===== src/rtl/edge_detect_pkg.sv =====
// ---------------------------------------------------------------------------
// edge_detect_pkg
//   Shared definitions for the multi-channel edge detector.
//   - edge_mode_e : per-channel edge selection (off / rising / falling / both)
//   - MODE_W      : width of one channel's mode field in the packed mode bus
//   - mode_accepts: decides whether a level change counts as an event for a
//                   given mode
// ---------------------------------------------------------------------------
package edge_detect_pkg;

  localparam int MODE_W = 2;

  typedef enum logic [MODE_W-1:0] {
    MODE_OFF  = 2'b00,
    MODE_RISE = 2'b01,
    MODE_FALL = 2'b10,
    MODE_BOTH = 2'b11
  } edge_mode_e;

  // rise/fall are mutually exclusive single-cycle indications that the
  // filtered level changed in that direction.
  function automatic logic mode_accepts(input edge_mode_e mode,
                                        input logic       rise,
                                        input logic       fall);
    logic acc;
    acc = 1'b0;
    case (mode)
      MODE_OFF:  acc = 1'b0;
      MODE_RISE: acc = rise;
      MODE_FALL: acc = fall;
      MODE_BOTH: acc = rise | fall;
      default:   acc = 1'b0;
    endcase
    return acc;
  endfunction

endpackage


===== src/rtl/edge_detect_chan.sv =====
// ---------------------------------------------------------------------------
// edge_detect_chan
//   One trigger channel: synchroniser -> glitch filter -> edge qualification
//   -> pulse stretcher -> sticky flag.
//
// Ports
//   clk, rst_n          : system clock, synchronous active-low reset
//   trigger_i           : raw asynchronous input
//   mode_i              : edge selection (see edge_mode_e)
//   out_active_high_i   : 1 = pulse_o active high, 0 = active low
//   sticky_clr_i        : level-sensitive clear of sticky_o
//   pulse_o             : stretched pulse in the selected polarity
//   p_int_o             : stretched pulse, always active high
//   level_o             : filtered, synchronised trigger level
//   sticky_o            : latched "event seen" flag
// ---------------------------------------------------------------------------
module edge_detect_chan
  import edge_detect_pkg::*;
#(
  parameter int SYNC_STAGES   = 2,
  parameter int FILTER_CYCLES = 4,
  parameter int PULSE_LEN     = 1
) (
  input  logic              clk,
  input  logic              rst_n,
  input  logic              trigger_i,
  input  logic [MODE_W-1:0] mode_i,
  input  logic              out_active_high_i,
  input  logic              sticky_clr_i,
  output logic              pulse_o,
  output logic              p_int_o,
  output logic              level_o,
  output logic              sticky_o
);

  localparam int CNT_W = $clog2(FILTER_CYCLES) + 1;
  localparam int STR_W = $clog2(PULSE_LEN + 1);

  localparam logic [CNT_W-1:0] FILT_LAST = CNT_W'(FILTER_CYCLES - 1);
  localparam logic [STR_W-1:0] STR_LOAD  = STR_W'(PULSE_LEN);

  // State
  logic [SYNC_STAGES-1:0] sync_q, sync_d;
  logic                   level_q, level_d;
  logic                   level_prev_q, level_prev_d;
  logic [CNT_W-1:0]       cnt_q, cnt_d;
  logic [STR_W-1:0]       str_q, str_d;
  logic                   sticky_q, sticky_d;

  // Combinational helpers
  logic sync_out;
  logic level_rise;
  logic level_fall;
  logic event_hit;

  always_comb begin
    // Synchroniser: bit 0 takes the raw input, the MSB is the settled value.
    sync_d   = {sync_q[SYNC_STAGES-2:0], trigger_i};
    sync_out = sync_q[SYNC_STAGES-1];

    // Glitch filter: a differing level must be seen for FILTER_CYCLES
    // consecutive edges before it is accepted. Any return to the current
    // level restarts the count.
    level_d = level_q;
    cnt_d   = cnt_q;
    if (sync_out == level_q) begin
      cnt_d = '0;
    end else if (cnt_q == FILT_LAST) begin
      level_d = sync_out;
      cnt_d   = '0;
    end else begin
      cnt_d = cnt_q + 1'b1;
    end

    // Edge detection compares the filtered level with its one-cycle-old copy,
    // so an event is seen the cycle after the level flips. The filter runs
    // independently of mode, so changing mode never manufactures an edge.
    level_prev_d = level_q;
    level_rise   = level_q & ~level_prev_q;
    level_fall   = ~level_q & level_prev_q;
    event_hit    = mode_accepts(edge_mode_e'(mode_i), level_rise, level_fall);

    // Stretcher: an event (re)loads the full length, so back-to-back events
    // extend the pulse rather than producing separate pulses. The reload has
    // priority over the decrement, so expiry and a new event on the same edge
    // keep the pulse high.
    str_d = str_q;
    if (event_hit) begin
      str_d = STR_LOAD;
    end else if (str_q != '0) begin
      str_d = str_q - 1'b1;
    end

    // Sticky: set has priority over clear.
    sticky_d = event_hit | (sticky_q & ~sticky_clr_i);
  end

  always_ff @(posedge clk) begin
    if (!rst_n) begin
      sync_q       <= '0;
      level_q      <= 1'b0;
      level_prev_q <= 1'b0;
      cnt_q        <= '0;
      str_q        <= '0;
      sticky_q     <= 1'b0;
    end else begin
      sync_q       <= sync_d;
      level_q      <= level_d;
      level_prev_q <= level_prev_d;
      cnt_q        <= cnt_d;
      str_q        <= str_d;
      sticky_q     <= sticky_d;
    end
  end

  assign p_int_o  = (str_q != '0);
  // Polarity is applied combinationally so a polarity change is immediate.
  assign pulse_o  = out_active_high_i ? p_int_o : ~p_int_o;
  assign level_o  = level_q;
  assign sticky_o = sticky_q;

endmodule


===== src/rtl/edge_detect_multi.sv =====
// ---------------------------------------------------------------------------
// edge_detect_multi
//   CHANNELS independent edge detectors for asynchronous trigger inputs.
//
// Ports
//   clk, rst_n        : system clock, synchronous active-low reset
//   trigger           : raw asynchronous inputs, one per channel
//   mode              : per channel bits [2i+1:2i], 00 off / 01 rise /
//                       10 fall / 11 both
//   out_active_high   : per-channel pulse polarity (1 = active high)
//   sticky_clr        : per-channel level-sensitive sticky clear
//   pulse             : stretched event pulses, per-channel polarity
//   level             : filtered, synchronised trigger levels
//   sticky            : latched event flags
//   any_pulse         : OR of all active-high internal pulses
// ---------------------------------------------------------------------------
module edge_detect_multi
  import edge_detect_pkg::*;
#(
  parameter int CHANNELS      = 8,
  parameter int SYNC_STAGES   = 2,
  parameter int FILTER_CYCLES = 4,
  parameter int PULSE_LEN     = 1
) (
  input  logic                       clk,
  input  logic                       rst_n,
  input  logic [CHANNELS-1:0]        trigger,
  input  logic [MODE_W*CHANNELS-1:0] mode,
  input  logic [CHANNELS-1:0]        out_active_high,
  input  logic [CHANNELS-1:0]        sticky_clr,
  output logic [CHANNELS-1:0]        pulse,
  output logic [CHANNELS-1:0]        level,
  output logic [CHANNELS-1:0]        sticky,
  output logic                       any_pulse
);

  // Active-high pulses, independent of each channel's output polarity.
  logic [CHANNELS-1:0] p_int;

  for (genvar gi = 0; gi < CHANNELS; gi++) begin : g_chan
    edge_detect_chan #(
      .SYNC_STAGES  (SYNC_STAGES),
      .FILTER_CYCLES(FILTER_CYCLES),
      .PULSE_LEN    (PULSE_LEN)
    ) u_chan (
      .clk              (clk),
      .rst_n            (rst_n),
      .trigger_i        (trigger[gi]),
      .mode_i           (mode[gi*MODE_W +: MODE_W]),
      .out_active_high_i(out_active_high[gi]),
      .sticky_clr_i     (sticky_clr[gi]),
      .pulse_o          (pulse[gi]),
      .p_int_o          (p_int[gi]),
      .level_o          (level[gi]),
      .sticky_o         (sticky[gi])
    );
  end

  assign any_pulse = |p_int;

endmodule

===== config.mk =====
export PLATFORM = sky130hd
export DESIGN_NAME = edge_detect_multi
export DESIGN_NICKNAME = d
export VERILOG_FILES = /design/src/rtl/edge_detect_pkg.sv /design/src/rtl/edge_detect_chan.sv /design/src/rtl/edge_detect_multi.sv
export SDC_FILE = /design/constraint.sdc
export NUM_CORES = 1
export LEC_CHECK = 0
export ABC_CLOCK_PERIOD_IN_PS = 1400
export CORE_MARGIN = 1
export CORE_UTILIZATION = 49
export DETAILED_ROUTE_END_ITERATION = 6
export GPL_ROUTABILITY_DRIVEN = 0
export HOLD_SLACK_MARGIN = 0.02
export PLACE_DENSITY = 0.8
export SETUP_SLACK_MARGIN = 0.02
export SLEW_MARGIN = 20
export SYNTH_ARGS = -nofsm -noshare
export SYNTH_HDL_FRONTEND = slang
export SYNTH_HIERARCHICAL = 1
export SYNTH_SLANG_ARGS = --single-unit

===== constraint.sdc =====
create_clock -name clk -period 1.4 [get_ports clk]
set_clock_uncertainty 0.15 [all_clocks]
set_input_delay 0.28 -clock clk [delete_from_list [all_inputs] [get_ports clk]]
set_output_delay 0.28 -clock clk [all_outputs]
set_load 0.02 [all_outputs]

==> impl_metrics.tcl <==
set metrics [dict create \
    vias_per_cell 4.72 \
    clockBufferDepth 2 \
    async_reset_ff_share_pct 0 \
    worst_pin_slew_ns 0.243 \
    drive_above_1_share_pct 25.8 \
    core_area_mm2 0.00561 \
    synth_most_common_cell "dfxtp_1" \
    grt_pass1_wl_mm 9.04 \
    finalSetupViolCount 7 \
    cp.depth 3 \
    fin_crit_sh_pct 116 \
    rsz0062_at_grt "yes" \
    nFillCells 437 \
    rows 27 \
    ant_nets 0 \
    cts_buffers 9 \
    portBuffers 66 \
    worstPathRequired_ns 0.97 \
    timing.fmax_mhz 618 \
    worst-r2r-cell-count 5 \
    grt_max_degree 33 \
    clock_sinks 72 \
    cts_hold_buf 0 \
    die_y_um 79.2 \
    drt_pre_antenna_iters 4 \
    start_util_pct 52.1 \
    final_nets 453 \
    synth_top_area_share_pct 49.4 \
    layout.cells.non_filler 456 \
    antenna_found_initial 0 \
    drtIter0Drc 61 \
    hpwl_mm 3.80 \
    status "finished with violations" \
    hold_violations 0 \
    r2r_setup_slack_ns 0.07 \
    crit_family "simple AND/OR/NAND/NOR gates" \
    crit_type "register to primary output" \
    cpPeakStageDelay_ns 0.33 \
    irDropWorstVdd_mv 0.748 \
    path_clk_slew_ns 0.07 \
    max_cap_viol_count 0 \
    io_pins 67 \
    dp.cells 436 \
    syn-num-nets 357 \
    r2r_end "g_chan[0].u_chan/p_int_o" \
    finalCriticalPeriod_ns 1.62 \
    synth-edff-count 0 \
    grt_pass1_vias 2058 \
    arrival_ns 1.19 \
    ys_seq_area_share_pct 49.4 \
    cp-start-kind "register" \
    synth-seq-cells 72 \
    fin_util_pct 72.6 \
    routed_wl_mm 5.38 \
    slowest_stage "dfxtp_2" \
    violations "negative setup slack" \
    cts_root_buf "clkbuf_8" \
    worst_slack_ns -0.219 \
    cp-end-kind "primary output" \
    yosysTopAreaCell "dfxtp_1" \
    crit_end "any_pulse" \
    yosysUniqueCellTypes 16 \
    maxSlewViolCount 0 \
    cts_tree "done" \
    die_w_um 79.2 \
    syn_area_per_cell_um2 10.3 \
    p_leak_nw 1.80 \
    slew_headroom_pct 83.7 \
    netlist_top_cells_area "dfxtp_1 (49%), ha_1 (14%), nor2b_1 (5.1%), inv_1 (4.1%), nand3b_1 (4.1%)" \
    synthToLayoutAreaGrowth_pct 39.5 \
    worstReg2RegStart "g_chan[0].u_chan/level_o" \
    yosysWarnings 6 \
    fin_total_pwr_mw 4.13 \
    grtUsageTotal_pct 18.9 \
    h-tree-depth 3 \
    syn-cell-area_mm2 0.00292 \
    num_antenna_cells 0 \
    vias 2154 \
    synthTopCellsByCount "dfxtp_1 (72), ha_1 (32), inv_1 (32)" \
    path_cells "nor4_2, nand2_1, buf_6" \
    critPathLaunch "g_chan[1].u_chan/p_int_o" \
    die_area_mm2 0.00627 \
    wire_per_inst_um 11.8 \
    synth_cells 283 \
    hold_path_class "primary input to register" \
    dp_slack_ns -0.522 \
    overflow 0 \
    power.density_mw_per_mm2 1010 \
    drc 0 \
    clk_latency_ns 0.34 \
    cp_num_buf_inv 1 \
    path_max_fanout 2 \
    synth-main-ff-cell "dfxtp_1" \
]
==> kinds of logic (layout without fill, tap and decap cells) <==
| kind of cell | count (synthesis) | after routing | synth area share (%) |
|---|---|---|---|
| fa+ha+maj | 32 | 32 | 13.7 |
| mux | 8 | 8 | 2.74 |
| buf+inv | 32 | 133 | 4.12 |
| compound gates | 8 | 8 | 2.06 |
| xor+xnor | 16 | 16 | 4.80 |
| flops | 72 | 72 | 49.4 |
| simple gates | 115 | 115 | 23.2 |
==> worst min path at each step <==
stage	from	endpoint	slack, ns	depth (start not counted)
final	rst_n	g_chan[5].u_chan/level_o	0.17	2
after global routing	rst_n	g_chan[5].u_chan/sync_q[1]	0.17	2
after CTS	rst_n	g_chan[5].u_chan/level_o	0.15	2
after detailed placement	g_chan[3].u_chan/cnt_q[0]	g_chan[3].u_chan/cnt_q[0]	0.26	1
after global placement	g_chan[3].u_chan/cnt_q[0]	g_chan[3].u_chan/cnt_q[0]	0.26	1
after floorplan	g_chan[0].u_chan/cnt_q[0]	g_chan[0].u_chan/cnt_q[0]	0.25	1
==> report_power, final <==
part | internal (mW) | switching, mW | total (mW)
logic | 0.163 | 0.0934 | 0.257
clock network | 1.04 | 0.741 | 1.78
registers | 2.08 | 0.0121 | 2.09
total | 3.28 | 0.846 | 4.13
==> through the flow <==
step                area (um^2)  setup TNS [ns]  hold slack, ns
floorplan                  2930               0           0.249
global placement           3810           -5.04           0.256
detailed placement         3810           -5.42           0.260
CTS                        4000          -0.836           0.153
global route               4070           -1.05           0.166
finish                     4070          -0.684           0.174
==> cell usage in the layout (no fill, tap or decap), types with 6 or more instances in the layout <==
cell type,count
dfxtp_1,56
nand4b_1,8
o211ai_1,8
nor2b_1,22
and2_2,8
buf_6,6
nand2_1,9
nand3_1,8
inv_1,30
buf_4,21
dfxtp_2,16
and2_1,16
xor2_1,8
nand3b_1,16
clkdlybuf4s50_1,35
clkbuf_8,10
ha_1,29
buf_2,16
nor2_1,24
mux2i_1,8
==> per-layer routing <==
layer	wire length [um]	up-vias	global-route usage (%)
li1	-	1109	-
met1	2460	984	22.1
met2	2560	53	32.1
met3	281	8	5.40
met4	83	0	8.18
met5	0	-	0
==> flip-flops by register name, indices dropped and copies added, names as in the netlist <==
signal / flops
g_chan.u_chan/level_prev_q: 8
g_chan.u_chan/cnt_q: 24
g_chan.u_chan/p_int_o: 8
g_chan.u_chan/sync_q: 16
g_chan.u_chan/sticky_o: 8
g_chan.u_chan/level_o: 8
==> layout make-up <==
| cell class | count | area, um^2 | area share, % |
|---|---|---|---|
| Clock inverter | 6 | 82.6 | 2.03 |
| Sequential cell | 72 | 1460 | 35.9 |
| Tap cell | 72 | 90.1 | 2.21 |
| Multi-Input combinational cell | 179 | 1440 | 35.4 |
| Timing Repair Buffer | 85 | 739 | 18.2 |
| Inverter | 32 | 120 | 2.95 |
| Clock buffer | 10 | 138 | 3.38 |
==> repair_timing <==
| item | in CTS | in global routing |
|---|---|---|
| endpoints found under the setup margin | 26 | 24 |
| pin swaps | 2 | 12 |
| setup buffers | 1 | 4 |
| gates resized for setup | 125 | 28 |
Power figures use the tool's default switching activity.
